$ cat src/rtl/timer_top_canuz_o_if.sv
// Control/status bundle for the reminder interval timer: run enable and
// interval select in, sticky expiry flag out.
interface timer_top_canuz_o_if;
  logic cfg;
  logic ena;
  logic tm_out;

  modport master (output cfg, output ena, input tm_out);
  modport slave  (input cfg, input ena, output tm_out);
endinterface

$ cat src/rtl/timer_top_canuz_o.sv
// Medicine-reminder interval timer: tm_out rises N*TICK_DIV cycles after the enable edge
// (N picked by cfg latched at start) and stays high until ena drops; no backpressure.
module timer_top_canuz_o #(
  parameter int TICK_DIV = 50000,
  parameter int T0_MS    = 1000,
  parameter int T1_MS    = 2000
) (
  input  logic               clk_i,
  input  logic               rst_ni,
  timer_top_canuz_o_if.slave tmr
);

  localparam int PW   = (TICK_DIV > 1) ? $clog2(TICK_DIV) : 1;
  localparam int TMAX = (T0_MS > T1_MS) ? T0_MS : T1_MS;
  localparam int CW   = (TMAX > 1) ? $clog2(TMAX) : 1;

  localparam logic [PW-1:0] PRE_LAST = PW'(TICK_DIV - 1);
  localparam logic [CW-1:0] TERM0    = CW'(T0_MS - 1);
  localparam logic [CW-1:0] TERM1    = CW'(T1_MS - 1);

  typedef enum logic [1:0] {
    IDLE = 2'd0,
    RUN  = 2'd1,
    DONE = 2'd2
  } state_e;

  state_e        state_q, state_d;
  logic [PW-1:0] prescaler_q, prescaler_d;
  logic [CW-1:0] ms_cnt_q, ms_cnt_d;
  logic          cfg_q, cfg_d;
  logic          tm_out_q, tm_out_d;
  logic          tick;
  logic [CW-1:0] term;

  always_ff @(posedge clk_i or negedge rst_ni) begin
    if (!rst_ni) begin
      state_q     <= IDLE;
      prescaler_q <= '0;
      ms_cnt_q    <= '0;
      cfg_q       <= 1'b0;
      tm_out_q    <= 1'b0;
    end else begin
      state_q     <= state_d;
      prescaler_q <= prescaler_d;
      ms_cnt_q    <= ms_cnt_d;
      cfg_q       <= cfg_d;
      tm_out_q    <= tm_out_d;
    end
  end

  always_comb begin
    state_d     = state_q;
    prescaler_d = prescaler_q;
    ms_cnt_d    = ms_cnt_q;
    cfg_d       = cfg_q;
    tick        = (state_q == RUN) && (prescaler_q == PRE_LAST);
    term        = cfg_q ? TERM1 : TERM0;

    case (state_q)
      IDLE: begin
        prescaler_d = '0;
        ms_cnt_d    = '0;
        if (tmr.ena) begin
          // The enabling edge is cycle 1 of the interval; prescaler stays 0.
          state_d = RUN;
          cfg_d   = tmr.cfg;
        end
      end
      RUN: begin
        if (!tmr.ena) begin
          // Abort takes priority over a coincident terminal tick.
          state_d     = IDLE;
          prescaler_d = '0;
          ms_cnt_d    = '0;
        end else if (tick) begin
          prescaler_d = '0;
          if (ms_cnt_q == term) begin
            state_d = DONE;
          end else begin
            ms_cnt_d = ms_cnt_q + CW'(1);
          end
        end else begin
          prescaler_d = prescaler_q + PW'(1);
        end
      end
      DONE: begin
        if (!tmr.ena) begin
          state_d     = IDLE;
          prescaler_d = '0;
          ms_cnt_d    = '0;
        end
      end
      default: begin
        state_d     = IDLE;
        prescaler_d = '0;
        ms_cnt_d    = '0;
      end
    endcase

    tm_out_d = (state_d == DONE);
  end

  assign tmr.tm_out = tm_out_q;

endmodule

$ cat src/flat_wrapper.sv
// flat-port wrapper written by rule: the top's interface ports become plain ports
module timer_top_canuz_o_flat 
#(
  parameter int TICK_DIV = 50000,
  parameter int T0_MS    = 1000,
  parameter int T1_MS    = 2000
)
  (clk_i, rst_ni, tmr_cfg, tmr_ena, tmr_tm_out);
  timer_top_canuz_o_if tmr_i ();
  input  logic clk_i;
  input  logic rst_ni;
  input wire logic [$bits(tmr_i.cfg)-1:0] tmr_cfg;
  input wire logic [$bits(tmr_i.ena)-1:0] tmr_ena;
  output wire logic [$bits(tmr_i.tm_out)-1:0] tmr_tm_out;
  assign tmr_i.cfg = tmr_cfg;
  assign tmr_i.ena = tmr_ena;
  assign tmr_tm_out = tmr_i.tm_out;
  timer_top_canuz_o #(.TICK_DIV(TICK_DIV), .T0_MS(T0_MS), .T1_MS(T1_MS)) u_core (.clk_i(clk_i), .rst_ni(rst_ni), .tmr(tmr_i));
endmodule
$ cat config.mk
export PLATFORM = sky130hd
export DESIGN_NAME = timer_top_canuz_o_flat
export DESIGN_NICKNAME = d
export VERILOG_FILES = /design/src/rtl/timer_top_canuz_o_if.sv /design/src/rtl/timer_top_canuz_o.sv /design/src/flat_wrapper.sv
export SDC_FILE = /design/constraint.sdc
export NUM_CORES = 1
export LEC_CHECK = 0
export ABC_CLOCK_PERIOD_IN_PS = 2400
export BUFFER_PORTS_ARGS = -buffer_cell sky130_fd_sc_hd__buf_4
export CAP_MARGIN = 20
export CORE_MARGIN = 5
export CORE_UTILIZATION = 60
export CTS_CLUSTER_DIAMETER = 200
export DETAILED_ROUTE_END_ITERATION = 8
export PLACE_DENSITY = 0.89
export SETUP_SLACK_MARGIN = 0.5
export SLEW_MARGIN = 20
export SYNTH_ARGS = -nofsm -noshare
export SYNTH_HDL_FRONTEND = slang
export SYNTH_SLANG_ARGS = --single-unit
$ cat constraint.sdc
create_clock -name clk_i -period 2.4 [get_ports clk_i]
set_input_delay 0.6 -clock clk_i [delete_from_list [all_inputs] [get_ports clk_i]]
set_output_delay 0.6 -clock clk_i [all_outputs]
set_load 0.005 [all_outputs]
==> results.txt, run 1 <==
* Number of nets produced by synthesis: between 150 and 200
- The H-tree was split into 2 levels.
* Antenna Diode Count: 0
* Initial detailed-routing violation count: between 100 and 150
- Counting flops with an async set or reset pin after synthesis yields a share of between 90% and 100%.
* Number of placement rows: 19
- Prior to clock tree synthesis, the placed netlist has a worst setup slack of 0.3532 ns.
- Remaining routing DRC violations: 0
- The kind of cell with the highest combined delay along the critical path is simple AND/OR/NAND/NOR gates.
- The tightest hold path in the finished design has a slack of 0.1727 ns.
- Initial antenna violation count: 0
- Sequential elements use around 46% of the synthesized area.
- Summing the areas of all compound-gate instances in the mapped netlist gives ~7.9% of the synthesized area.
- Static leakage: roughly 0.76 nW
- The floorplan step defined a die boundary enclosing 3991 um2.
- Portion of netlist area occupied by mux cells: ~1.9%
* Global placement routability congestion: 0.8921
- Die height: between 60 and 70 um
* Most used routing layer in global routing: met2
* Area growth syn-to-layout: 14.68%
- Global-route met3 utilization: 7.638%
* Classification of the worst-slack hold path: in2async
- The worst-case IR drop observed on VDD is about 0.00048 V.
- Maximum number of pins on one net before global-route repair: 32
* Final instance area: 1946 um2
* HPWL Detailed: around 2400 um
- After Yosys synthesis, and, or, nand and nor cells account for 31.27% of the synthesized area.
- Clock root buffer master: sky130_fd_sc_hd__clkbuf_4
- Clock-pin slew was measured on the worst setup and hold paths at 0.10 ns.
* Number of synthesis warnings: 0
- Counting the buffers created by CTS gives 5.
* Max transition margin: 73.63%
* RSZ-0062 raised after global routing: true
- In the global route stage, met2 resource usage came out at roughly 33%.
- Total power of the final layout: 928.7 uW
- Data arrives at the worst endpoint at ~2.1 ns.
* Effective utilization at floorplan: between 60% and 70%
- Post-DP Area: approximately 1700 um2
- TritonCTS built the clock tree.
- Worst Setup End Kind: flip-flop
* Maximum buffer depth of the clock tree: 2
- Number of hold violations in the final report: 0
- Largest family of logic cells by synthesized area: simple AND/OR/NAND/NOR gates
* Distinct cells, synth: between 40 and 50
* Final setup violating endpoints: 0
- Summed over all instances, the cell type with the most area after synthesis is sky130_fd_sc_hd__dfrtp_1.
* Largest stage delay on the critical path: 0.51 ns
- For this run, the detailed router's first-pass iteration total came to 4.
- The routed layout has 1,429 vias.
- After global routing the overflow that remains totals 0.
- Final Cycle Share: slightly below 80%
- The most used flip-flop cell after synthesis is sky130_fd_sc_hd__dfrtp_1.
- Area fraction of the dominant cell type after synthesis: 45.72%
- Met1 capacity usage during global routing: ~23%
- Worst Setup Start Kind: flip-flop
- For the final database, setup skew stands at 0.01463 ns.
- Final #Nets: 197
* Number of port buffers: 4
* Post-Synth XOR/XNOR Area: 9.292%
- First-pass GRT wire length: 6285 um
* Routed wire per std cell: 17.60 um
- Worst-case setup margin in the final layout: 0.5281 ns
* Cell types occupying the most area after synthesis: sky130_fd_sc_hd__dfrtp_1 46%, sky130_fd_sc_hd__nor2_1 6.0%, sky130_fd_sc_hd__xor2_1 5.2%, sky130_fd_sc_hd__xnor2_1 4.1%, sky130_fd_sc_hd__nand4_1 3.7%
- Residual antenna-violating net count after detailed routing: 0
* Synthesized flop and latch total: 31
- After technology mapping, the gate count stands at 175.
* Total negative slack for setup checks: 0 ns
- Vias in the first global route: around 1,400
- The run finished with clean final reports.
- At the pin with the least slew margin, the transition time is just under 0.4 ns.
* Fraction of layout cells with a size suffix above 1: between 20% and 30%
- For this run, the top clock speed supported by timing is 0.5342 GHz.
- Shortest period the worst path allows: 1.872 ns
- Crit path max fanout: 7
- After floorplanning, the core was sized to cover 2734 um2.
* Mapped cell area: approximately 1700 um2
* Critical path class: reg2reg
* Number of fillers in the final layout: 197
- Most frequent cells in the layout: 27 x sky130_fd_sc_hd__nor2_1, 27 x sky130_fd_sc_hd__dfrtp_1, 14 x sky130_fd_sc_hd__buf_4
- Clock tree synthesis found a total of 31 sinks.
* Cells along the critical path: ha_2, and3_4, nand4_1, or2_4, or4_1, a21oi_1
- Data on the critical path is required at its endpoint by 2.67 ns.
- Global routing usage summed across all routing layers: 20.24%
- The routed design has 3924 um of wire.
* Buffering stage count on the worst path with inverters included: 0
- The die is roughly 63 um wide.
- Each instance of the synthesized netlist takes up on average 9.695 um2.
- Insertion delay to the later sink of the worst-skew pair: 0.34 ns
- Highest-delay cell along the critical path: sky130_fd_sc_hd__or4_1
- Of the total synthesized cell area, the portion taken by full adders, half adders and majority gates is 1.475%.
* Avg Vias per Cell: between 6 and 7
- Pin placement for this block handled 5 I/O pins.
* Max Cap Viol: 0
* Number of flops mapped to enable cells by yosys: 0
* Max-slew violation total from the final report: 0
- Power spread over the standard cell area amounts to 477.3 nW/um2.
final timing paths:
| kind | from | endpoint | slack, ns | cells past startpoint |
|---|---|---|---|---|
| max | u_core.prescaler_q[1]$_DFFE_PN0P_ | u_core.ms_cnt_q[9]$_DFFE_PN0P_ | 0.53 | 6 |
| min in group clk_i | tmr_cfg | u_core.cfg_q$_DFFE_PN0P_ | 0.49 | 2 |
| max reg2reg | u_core.prescaler_q[1]$_DFFE_PN0P_ | u_core.ms_cnt_q[9]$_DFFE_PN0P_ | 0.53 | 6 |
| max in group asynchronous | rst_ni | u_core.prescaler_q[4]$_DFFE_PN0P_ | 1.93 | 1 |
| min | rst_ni | u_core.ms_cnt_q[10]$_DFFE_PN0P_ | 0.17 | 1 |
| min reg2reg | u_core.cfg_q$_DFFE_PN0P_ | u_core.cfg_q$_DFFE_PN0P_ | 0.56 | 1 |
layer usage:
layer  routed length, um  vias up
li1                    -      663
met1                1583      704
met2                2025       47
met3                 197       15
met4                 117        0
met5                   0        -
flip-flops by register name, indices dropped and copies added, names as in the netlist:
register,cells
u_core.cfg_q,1
u_core.tmr.tm_out,1
u_core.state_q,2
u_core.ms_cnt_q,11
u_core.prescaler_q,16
power breakdown:
part | leakage (nW) | switching (mW) | internal (mW)
combinational | 0.299 | 0.0299 | 0.0172
clock | 0.0386 | 0.173 | 0.172
sequential | 0.421 | 0.00789 | 0.529
timing repair:
action                                 4_1_cts  5_1_grt
hold buffers                                 0        0
pin swaps                                    0        4
resized for setup                            5       10
endpoints found under the hold margin        0        0
setup endpoints to repair                    6       10
buffers inserted                             4        5
gates cloned                                 0        0
synthesized netlist by cell type (2+ instances only):
cell type and count:
sky130_fd_sc_hd__dfrtp_1 31, sky130_fd_sc_hd__nor2_1 27, sky130_fd_sc_hd__nand2_1 13, sky130_fd_sc_hd__nand3_1 10, sky130_fd_sc_hd__nand4_1 10, sky130_fd_sc_hd__xor2_1 10, sky130_fd_sc_hd__xnor2_1 8, sky130_fd_sc_hd__a21oi_1 6
sky130_fd_sc_hd__and2_1 5, sky130_fd_sc_hd__nor3_1 5, sky130_fd_sc_hd__nand3b_1 4, sky130_fd_sc_hd__nor4_1 4, sky130_fd_sc_hd__and3_1 3, sky130_fd_sc_hd__clkbuf_1 3, sky130_fd_sc_hd__a22o_1 2, sky130_fd_sc_hd__buf_6 2
sky130_fd_sc_hd__ha_1 2, sky130_fd_sc_hd__mux2_2 2, sky130_fd_sc_hd__nor4b_1 2, sky130_fd_sc_hd__o31ai_1 2, sky130_fd_sc_hd__or3_1 2, sky130_fd_sc_hd__or4_1 2, sky130_fd_sc_hd__or4b_1 2
cells by family after synthesis:
group | after synthesis
AND/OR/NAND/NOR | 96
flip-flops | 31
AO/OA/AOI/OAI | 18
XOR/XNOR | 18
buffers and inverters | 7
multiplexers | 3
adder cells (fa/ha/maj) | 2
per-stage QoR:
step / utilization (%) / std cells
5_1_grt: 71.17 / 223
3_5_place_dp: 63.80 / 206
4_1_cts: 68.19 / 218
6_report: 71.17 / 223
3_3_place_gp: 63.80 / 206
2_1_floorplan: - / 175
final cells by class:
class	instances	area [um2]	share of cell area [%]
multi-input combinational	137	944.7	48.55
sequential	31	780.7	40.13
timing repair buffer	14	105.1	5.402
clock buffer	8	68.82	3.537
tap	31	38.79	1.994
inverter	2	7.507	0.3859
No activity file was read; power rests on OpenSTA's default activity.
==> run 2: changes to the inputs <==
--- a/config.mk
+++ b/config.mk
@@ -5,14 +5,14 @@
 export SDC_FILE = /design/constraint.sdc
 export NUM_CORES = 1
 export LEC_CHECK = 0
-export ABC_CLOCK_PERIOD_IN_PS = 2400
+export ABC_CLOCK_PERIOD_IN_PS = 1700
 export BUFFER_PORTS_ARGS = -buffer_cell sky130_fd_sc_hd__buf_4
 export CAP_MARGIN = 20
 export CORE_MARGIN = 5
-export CORE_UTILIZATION = 60
+export CORE_UTILIZATION = 55
 export CTS_CLUSTER_DIAMETER = 200
 export DETAILED_ROUTE_END_ITERATION = 8
-export PLACE_DENSITY = 0.89
+export PLACE_DENSITY = 0.87
 export SETUP_SLACK_MARGIN = 0.5
 export SLEW_MARGIN = 20
 export SYNTH_ARGS = -nofsm -noshare
==> constraint.sdc (replaced) <==
create_clock -name clk_i -period 1.7 [get_ports clk_i]
set_input_delay 0.425 -clock clk_i [delete_from_list [all_inputs] [get_ports clk_i]]
set_output_delay 0.425 -clock clk_i [all_outputs]
set_load 0.005 [all_outputs]
==> results.txt, run 2 (synthesis gave the netlist of run 1 again) <==
* Run status: complete, but fails checks
- The checks that failed: negative hold slack, negative setup slack.
- Measured against its own limit, the worst slew margin works out to 71.24%.
- Final instance area: 2681 um2
- The repair_antennas step left the layout with diodes totalling 0.
- In this run the core area contains 20 standard-cell rows.
* Maximum buffer depth of the clock tree: 2
- For this design the ratio of total power to cell area is 519.1 nW/um2.
* Maximum number of pins on one net before global-route repair: 32
- Classification of the worst-slack hold path: in2async
- Adding up every negative setup slack in the final design gives -2.434 ns.
* Logic depth of the worst register-to-register path: 6
- Setup repair after global routing could not meet its margin everywhere.
- The top cell types in the final layout, fill and taps aside, are 48 x sky130_fd_sc_hd__buf_4, 26 x sky130_fd_sc_hd__dfrtp_1, 11 x sky130_fd_sc_hd__nor2_1, 11 x sky130_fd_sc_hd__buf_6.
- Number of port buffers: 4
- The floorplan step defined a die boundary enclosing 4295 um2.
* Worst Setup End Kind: flip-flop
- Final setup violating endpoints: 24
- The final layout contains roughly 240 nets.
* Hold-fix buffer count after cts: 0
* Routed wire per std cell: 22.97 um
* Avg Vias per Cell: ~6.7
* Max-slew violation total from the final report: 0
- The layout has 128 filler cells.
- Registers with the most flip-flops: u_core.prescaler_q: 16 flops, u_core.ms_cnt_q: 11 flops, u_core.state_q: 2 flops
- The number of global-route vias before repair came to 1,698.
- The detail route stage leaves a number of antenna-violating nets equal to 0.
- Sequential cells account for 54.3% of the total power.
- Combinational cells account for approximately 8.9% of the total power.
* Remaining global-route overflow: 0
- The first global-routing pass estimated 7596 um of wire.
* Number of CTS-inserted buffers: 5
- Summing all placed instances gives a cell area of between 2000 and 2500 um2.
* Initial detailed-routing violation count: 208
* Global placement routability congestion: 0.8553
- Final Cycle Share: 114.0%
* Top cell family by delay on the critical path: compound AO/OA/AOI/OAI gates
- Overall power consumption after layout is estimated at 1.392 mW.
- Number of hold violations in the final report: 6
- Clock-pin transition on the worst setup and hold timing paths: about 0.10 ns
- Buffering stage count on the worst path with inverters included: 2
- Area growth syn-to-layout: 58.04%
- Clock network fraction of total power: 36.9%
* Sequential standard cell area: a little under 800 um2
- CP Depth: 6
* Number of top-level pins: 5
- From bottom edge to top edge, the die measures 65.54 um.
* Clock root buffer master: sky130_fd_sc_hd__clkbuf_4
- Remaining routing DRC violations: 0
- Effective utilization at floorplan: between 50% and 60%
- The die is 65.54 um wide.
- HPWL Detailed: 3001 um
* Worst-Margin Slew: 0.4301 ns
- For this block, the routed nets add up to 6247 um of wire.
- For the worst setup path, the data arrival time is 2.23 ns.
- Summing all multi-input logic gate instances after layout gives 1262 um2.
- Worst-case setup margin in the final layout: -0.2388 ns
- Global routing usage summed across all routing layers: 23.49%
* Crit path max fanout: 4
- VDD sags by at most roughly 0.00055 V.
* Critical path class: reg2reg
- The critical path goes through or4b_4, buf_4, a211oi_4, inv_2, o21ai_2, a32o_1.
- The first detailed-routing pass took 5 iterations.
- Shortest period the worst path allows: 1.939 ns
- Highest clock frequency the design can meet: 0.5158 GHz
* Internal power component: 1.045 mW
- Initial antenna violation count: 0
* Net switching power of the design: 346.7 uW
- Fraction of layout cells with a size suffix above 1: 58.16%
- Max Cap Viol: 0
- Final worst clock skew: 0.009898 ns
* Final-layout worst hold slack: -0.003457 ns
* CTS tree: done
- Highest-delay cell along the critical path: sky130_fd_sc_hd__or4b_4
- Largest stage delay on the critical path: about 0.56 ns
* Static leakage: 1.089 nW
* Via Count: 1,810
- u_core.prescaler_q holds more flip-flops than any other register.
* Core Area: approximately 3000 um2
* Worst Setup Start Kind: flip-flop
- Data required time of the critical path: 1.99 ns
- Largest register FFs: 16
- Number of sinks driven by the clock tree: 31
- Of the total power, the share spent switching nets is between 20% and 30%.
* Commonest non-fill, non-tap cell in the layout: sky130_fd_sc_hd__buf_4
- Cells fill 89.29% of the core in the end.
- For the worst-skew pair, the clock arrives at the later sink with an insertion delay of 0.35 ns.
* H-tree depth: 2
==> run 2: cell types whose count changed in the layout (fill, tap and decap cells not counted), moves of 7 or more <==
| cell | change |
|---|---|
| sky130_fd_sc_hd__buf_4 | +34 |
| sky130_fd_sc_hd__nor2_1 | -16 |
| sky130_fd_sc_hd__buf_6 | +11 |
| sky130_fd_sc_hd__nor2_4 | +9 |
| sky130_fd_sc_hd__nor2_2 | +7 |
==> run 2: metal layers <==
metal,wire length (um),track usage [%],vias up
met5,0,0,-
met4,418,12.69,0
met3,422,5.470,52
met2,3138,41.85,125
met1,2268,25.55,880
li1,-,-,753
==> run 2: power groups by stage <==
stage,sequential (mW),combinational (mW),clock (mW)
floorplan,0.770,0.0329,0
global placement,0.769,0.0803,0
detailed placement,0.770,0.0841,0
CTS,0.756,0.0913,0.515
global route,0.757,0.133,0.557
finish,0.756,0.123,0.513
==> run 2: worst paths after layout <==
check / startpoint / endpoint / slack (ns)
max: u_core.ms_cnt_q[10]$_DFFE_PN0P_ / u_core.ms_cnt_q[1]$_DFFE_PN0P_ / -0.24
min: rst_ni / u_core.ms_cnt_q[10]$_DFFE_PN0P_ / -0.003
max reg2reg: u_core.ms_cnt_q[10]$_DFFE_PN0P_ / u_core.ms_cnt_q[1]$_DFFE_PN0P_ / -0.24
min reg2reg: u_core.ms_cnt_q[9]$_DFFE_PN0P_ / u_core.ms_cnt_q[9]$_DFFE_PN0P_ / 0.61
max in group asynchronous: rst_ni / u_core.state_q[1]$_DFF_PN0_ / 1.38
min in group clk_i: tmr_cfg / u_core.cfg_q$_DFFE_PN0P_ / 0.31
==> run 2: cell type report <==
cell class	instances	area share [%]
Multi-Input combinational cell	137	47.08
Sequential cell	31	29.16
Timing Repair Buffer	61	19.37
Clock buffer	8	2.566
Tap cell	33	1.540
Inverter	2	0.2800
==> run 2: what timing repair did <==
action	in CTS	in global routing
pin swaps	12	34
gates resized for setup	20	70
cloned	1	0
buffers inserted	1	18
setup endpoints to repair	32	32
==> run 2: metrics by stage <==
stage                     setup slack [ns]  hold slack, ns  instances
final                              -0.2388       -0.003457        272
after global routing               -0.3164         0.02041        272
after floorplan                    -0.2365          0.1294        175
after global placement            -0.08880          0.3697        244
after CTS                          -0.1586        0.003466        254
after detailed placement           -0.1666          0.3820        244
==> run 3: changes to the inputs <==
--- a/config.mk
+++ b/config.mk
@@ -8,10 +8,12 @@
 export ABC_CLOCK_PERIOD_IN_PS = 1700
 export BUFFER_PORTS_ARGS = -buffer_cell sky130_fd_sc_hd__buf_4
 export CAP_MARGIN = 20
+export CORE_ASPECT_RATIO = 2
 export CORE_MARGIN = 5
 export CORE_UTILIZATION = 55
 export CTS_CLUSTER_DIAMETER = 200
 export DETAILED_ROUTE_END_ITERATION = 8
+export GPL_TIMING_DRIVEN = 0
 export PLACE_DENSITY = 0.87
 export SETUP_SLACK_MARGIN = 0.5
 export SLEW_MARGIN = 20
==> results.txt, run 3 (synthesis gave the netlist of run 1 again) <==
- At the pin with the least slew margin, the transition time is 0.4247 ns.
* Via Count: 1,598
* Maximum buffer depth of the clock tree: 2
* Remaining global-route overflow: 0
* Max Used Layer: met4
* Die Wd: 49.28 um
- Worst Setup Start Kind: flip-flop
- At the placement stage, the worst setup path has a slack of -0.3937 ns.
* Routed met2 length: 3001 um
* Initial detailed-routing violation count: 71
* Effective utilization at floorplan: a little under three fifths
- RSZ-0062 raised after global routing: true
- Power spread over the standard cell area amounts to 590.6 nW/um2.
* Number of sinks driven by the clock tree: 31
- The design draws 1.468 mW.
* Core occupancy in the finished layout: 83.49%
* Final worst clock skew: 0.01205 ns
- Initial antenna violation count: 0
- Critical path class: reg2reg
- Cells along the critical path: and4b_1, nand2_2, or2_1, buf_6, or4_1, a21oi_1
* Final #Nets: 226
- After detailed routing, the number of vias per cell comes to 6.392.
- Counting both buffers and inverters, the worst setup path holds a total of 1.
- The cell sitting at the root of the clock tree is a sky130_fd_sc_hd__clkbuf_8.
- The floorplan has 28 rows.
- The min-delay analysis places its worst path in the category in2async.
* Die height: 88.55 um
- The largest individual stage delay along the critical path comes from the cell sky130_fd_sc_hd__or4_1.
- Area growth syn-to-layout: 46.53%
* Shortest period the worst path allows: 1.884 ns
- Maximum number of pins on one net before global-route repair: 32
* Largest register FFs: 16
* Final setup violating endpoints: 17
- Setup slack on the critical path of the routed design comes to -0.1842 ns.
- Global placement routability congestion: 0.8583
* Count of TritonRoute iterations in the first routing pass: 4
- Failing checks: negative setup slack
- Crit path max fanout: 5
- Number of fillers in the final layout: 156
* Max-slew violation total from the final report: 0
- Registers with the most flip-flops: u_core.prescaler_q: 16 flops, u_core.ms_cnt_q: 11 flops, u_core.state_q: 2 flops
- Global routing used 23.02% of the available tracks.
- Data required time of the critical path: 1.92 ns
- Worst vdd rail ir drop: 0.0008252 V
- Max-cap violations in this run came to 0.
- Final instance area: 2486 um2
* Max transition margin: between 70% and 80%
- Of the cells placed in the final design, the portion with a size suffix greater than 1 is 48.64%.
- Run status: complete, but fails checks
- Residual antenna-violating net count after detailed routing: 0
* Routed length on met1: 1762 um
- The worst setup path is captured at a flip-flop.
- Clock tree synthesis inserted a total of 5 buffers.
- Top cell family by delay on the critical path: simple AND/OR/NAND/NOR gates
- The first global-routing pass estimated 7652 um of wire.
- Number of hold violations in the final report: 0
- Clock latency on the worst-skew pair, taken at its later pin, is 0.30 ns.
- Hold-fix buffer count after cts: 0
* Routed wire per std cell: roughly 21 um
- After floorplanning, the core was sized to cover just under 3000 um2.
- Setup slack of the worst register-to-register path: -0.18 ns
- Routed wire length: 5241 um
- Clock-pin transition on the worst setup and hold timing paths: 0.07 ns
- Number of port buffers: 4
- Once placement finished, the instance area stood at roughly 1900 um2.
- Summed over all cells, the static leakage comes to 0.9909 nW.
* Antenna Diode Count: 0
- The number of global-route vias before repair came to 1,672.
- The die covers 4363 um2.
- Remaining routing DRC violations: 0
- Data arrival time at the worst-slack endpoint: between 2 and 2.5 ns
- Largest stage delay on the critical path: 0.46 ns
* H-tree depth: 2
- Highest clock frequency the design can meet: 0.5307 GHz
- Most frequent cells in the layout: 31 x sky130_fd_sc_hd__buf_4, 25 x sky130_fd_sc_hd__dfrtp_1, 14 x sky130_fd_sc_hd__nor2_1
- TritonCTS built the clock tree.
- Final Cycle Share: 110.8%
* HPWL Detailed: roughly 2800 um
- The register with the most flip-flops in the final layout is u_core.prescaler_q.
- During I/O placement, the number of pins put on the boundary was 5.
* Detailed-routed wire length on met3: 194 um
- Commonest non-fill, non-tap cell in the layout: sky130_fd_sc_hd__buf_4
[run 3: cell type report]
type,count,area [um2],area share [%]
Multi-Input combinational cell,137,1197,48.16
Sequential cell,31,783.3,31.50
Timing Repair Buffer,38,325.3,13.09
Clock buffer,6,82.58,3.322
Buffer,5,47.55,1.912
Tap cell,30,37.54,1.510
Inverter,2,7.507,0.3020
Clock inverter,1,5.005,0.2013
[run 3: report_power, final]
part / switching (mW) / internal, mW / total, mW
logic: 0.0608 / 0.0529 / 0.114
clock network: 0.278 / 0.317 / 0.595
registers: 0.0113 / 0.748 / 0.759
total: 0.351 / 1.12 / 1.47
[run 3: what timing repair did]
item,4_1_cts,5_1_grt
pin swaps,16,25
gates resized for setup,16,52
setup endpoints to repair,32,32
buffers inserted,22,11
gates cloned,0,1
[run 3: final timing paths]
check / start / endpoint / depth (start not counted)
max: u_core.prescaler_q[13]$_DFFE_PN0P_ / u_core.ms_cnt_q[9]$_DFFE_PN0P_ / 6
min: rst_ni / u_core.ms_cnt_q[0]$_DFFE_PN0P_ / 1
max reg2reg: u_core.prescaler_q[13]$_DFFE_PN0P_ / u_core.ms_cnt_q[9]$_DFFE_PN0P_ / 6
min reg2reg: u_core.ms_cnt_q[1]$_DFFE_PN0P_ / u_core.ms_cnt_q[1]$_DFFE_PN0P_ / 1
max in group asynchronous: rst_ni / u_core.prescaler_q[6]$_DFFE_PN0P_ / 1
min in group clk_i: tmr_cfg / u_core.cfg_q$_DFFE_PN0P_ / 2
[run 3: through the flow]
step / TNS, ns / instances / hold WS (ns)
2_1_floorplan: -0.7024 / 175 / 0.1294
3_5_place_dp: -1.800 / 209 / 0.3772
6_report: -1.777 / 250 / 0.04607
3_3_place_gp: -1.348 / 209 / 0.3733
4_1_cts: -2.444 / 238 / 0.06750
5_1_grt: -3.765 / 250 / 0.06095
[run 3: metal layers]
layer / vias up / global-route usage (%)
li1: 724 / -
met1: 792 / 22.02
met2: 54 / 42.54
met3: 28 / 5.565
met4: 0 / 14.71
met5: - / 0
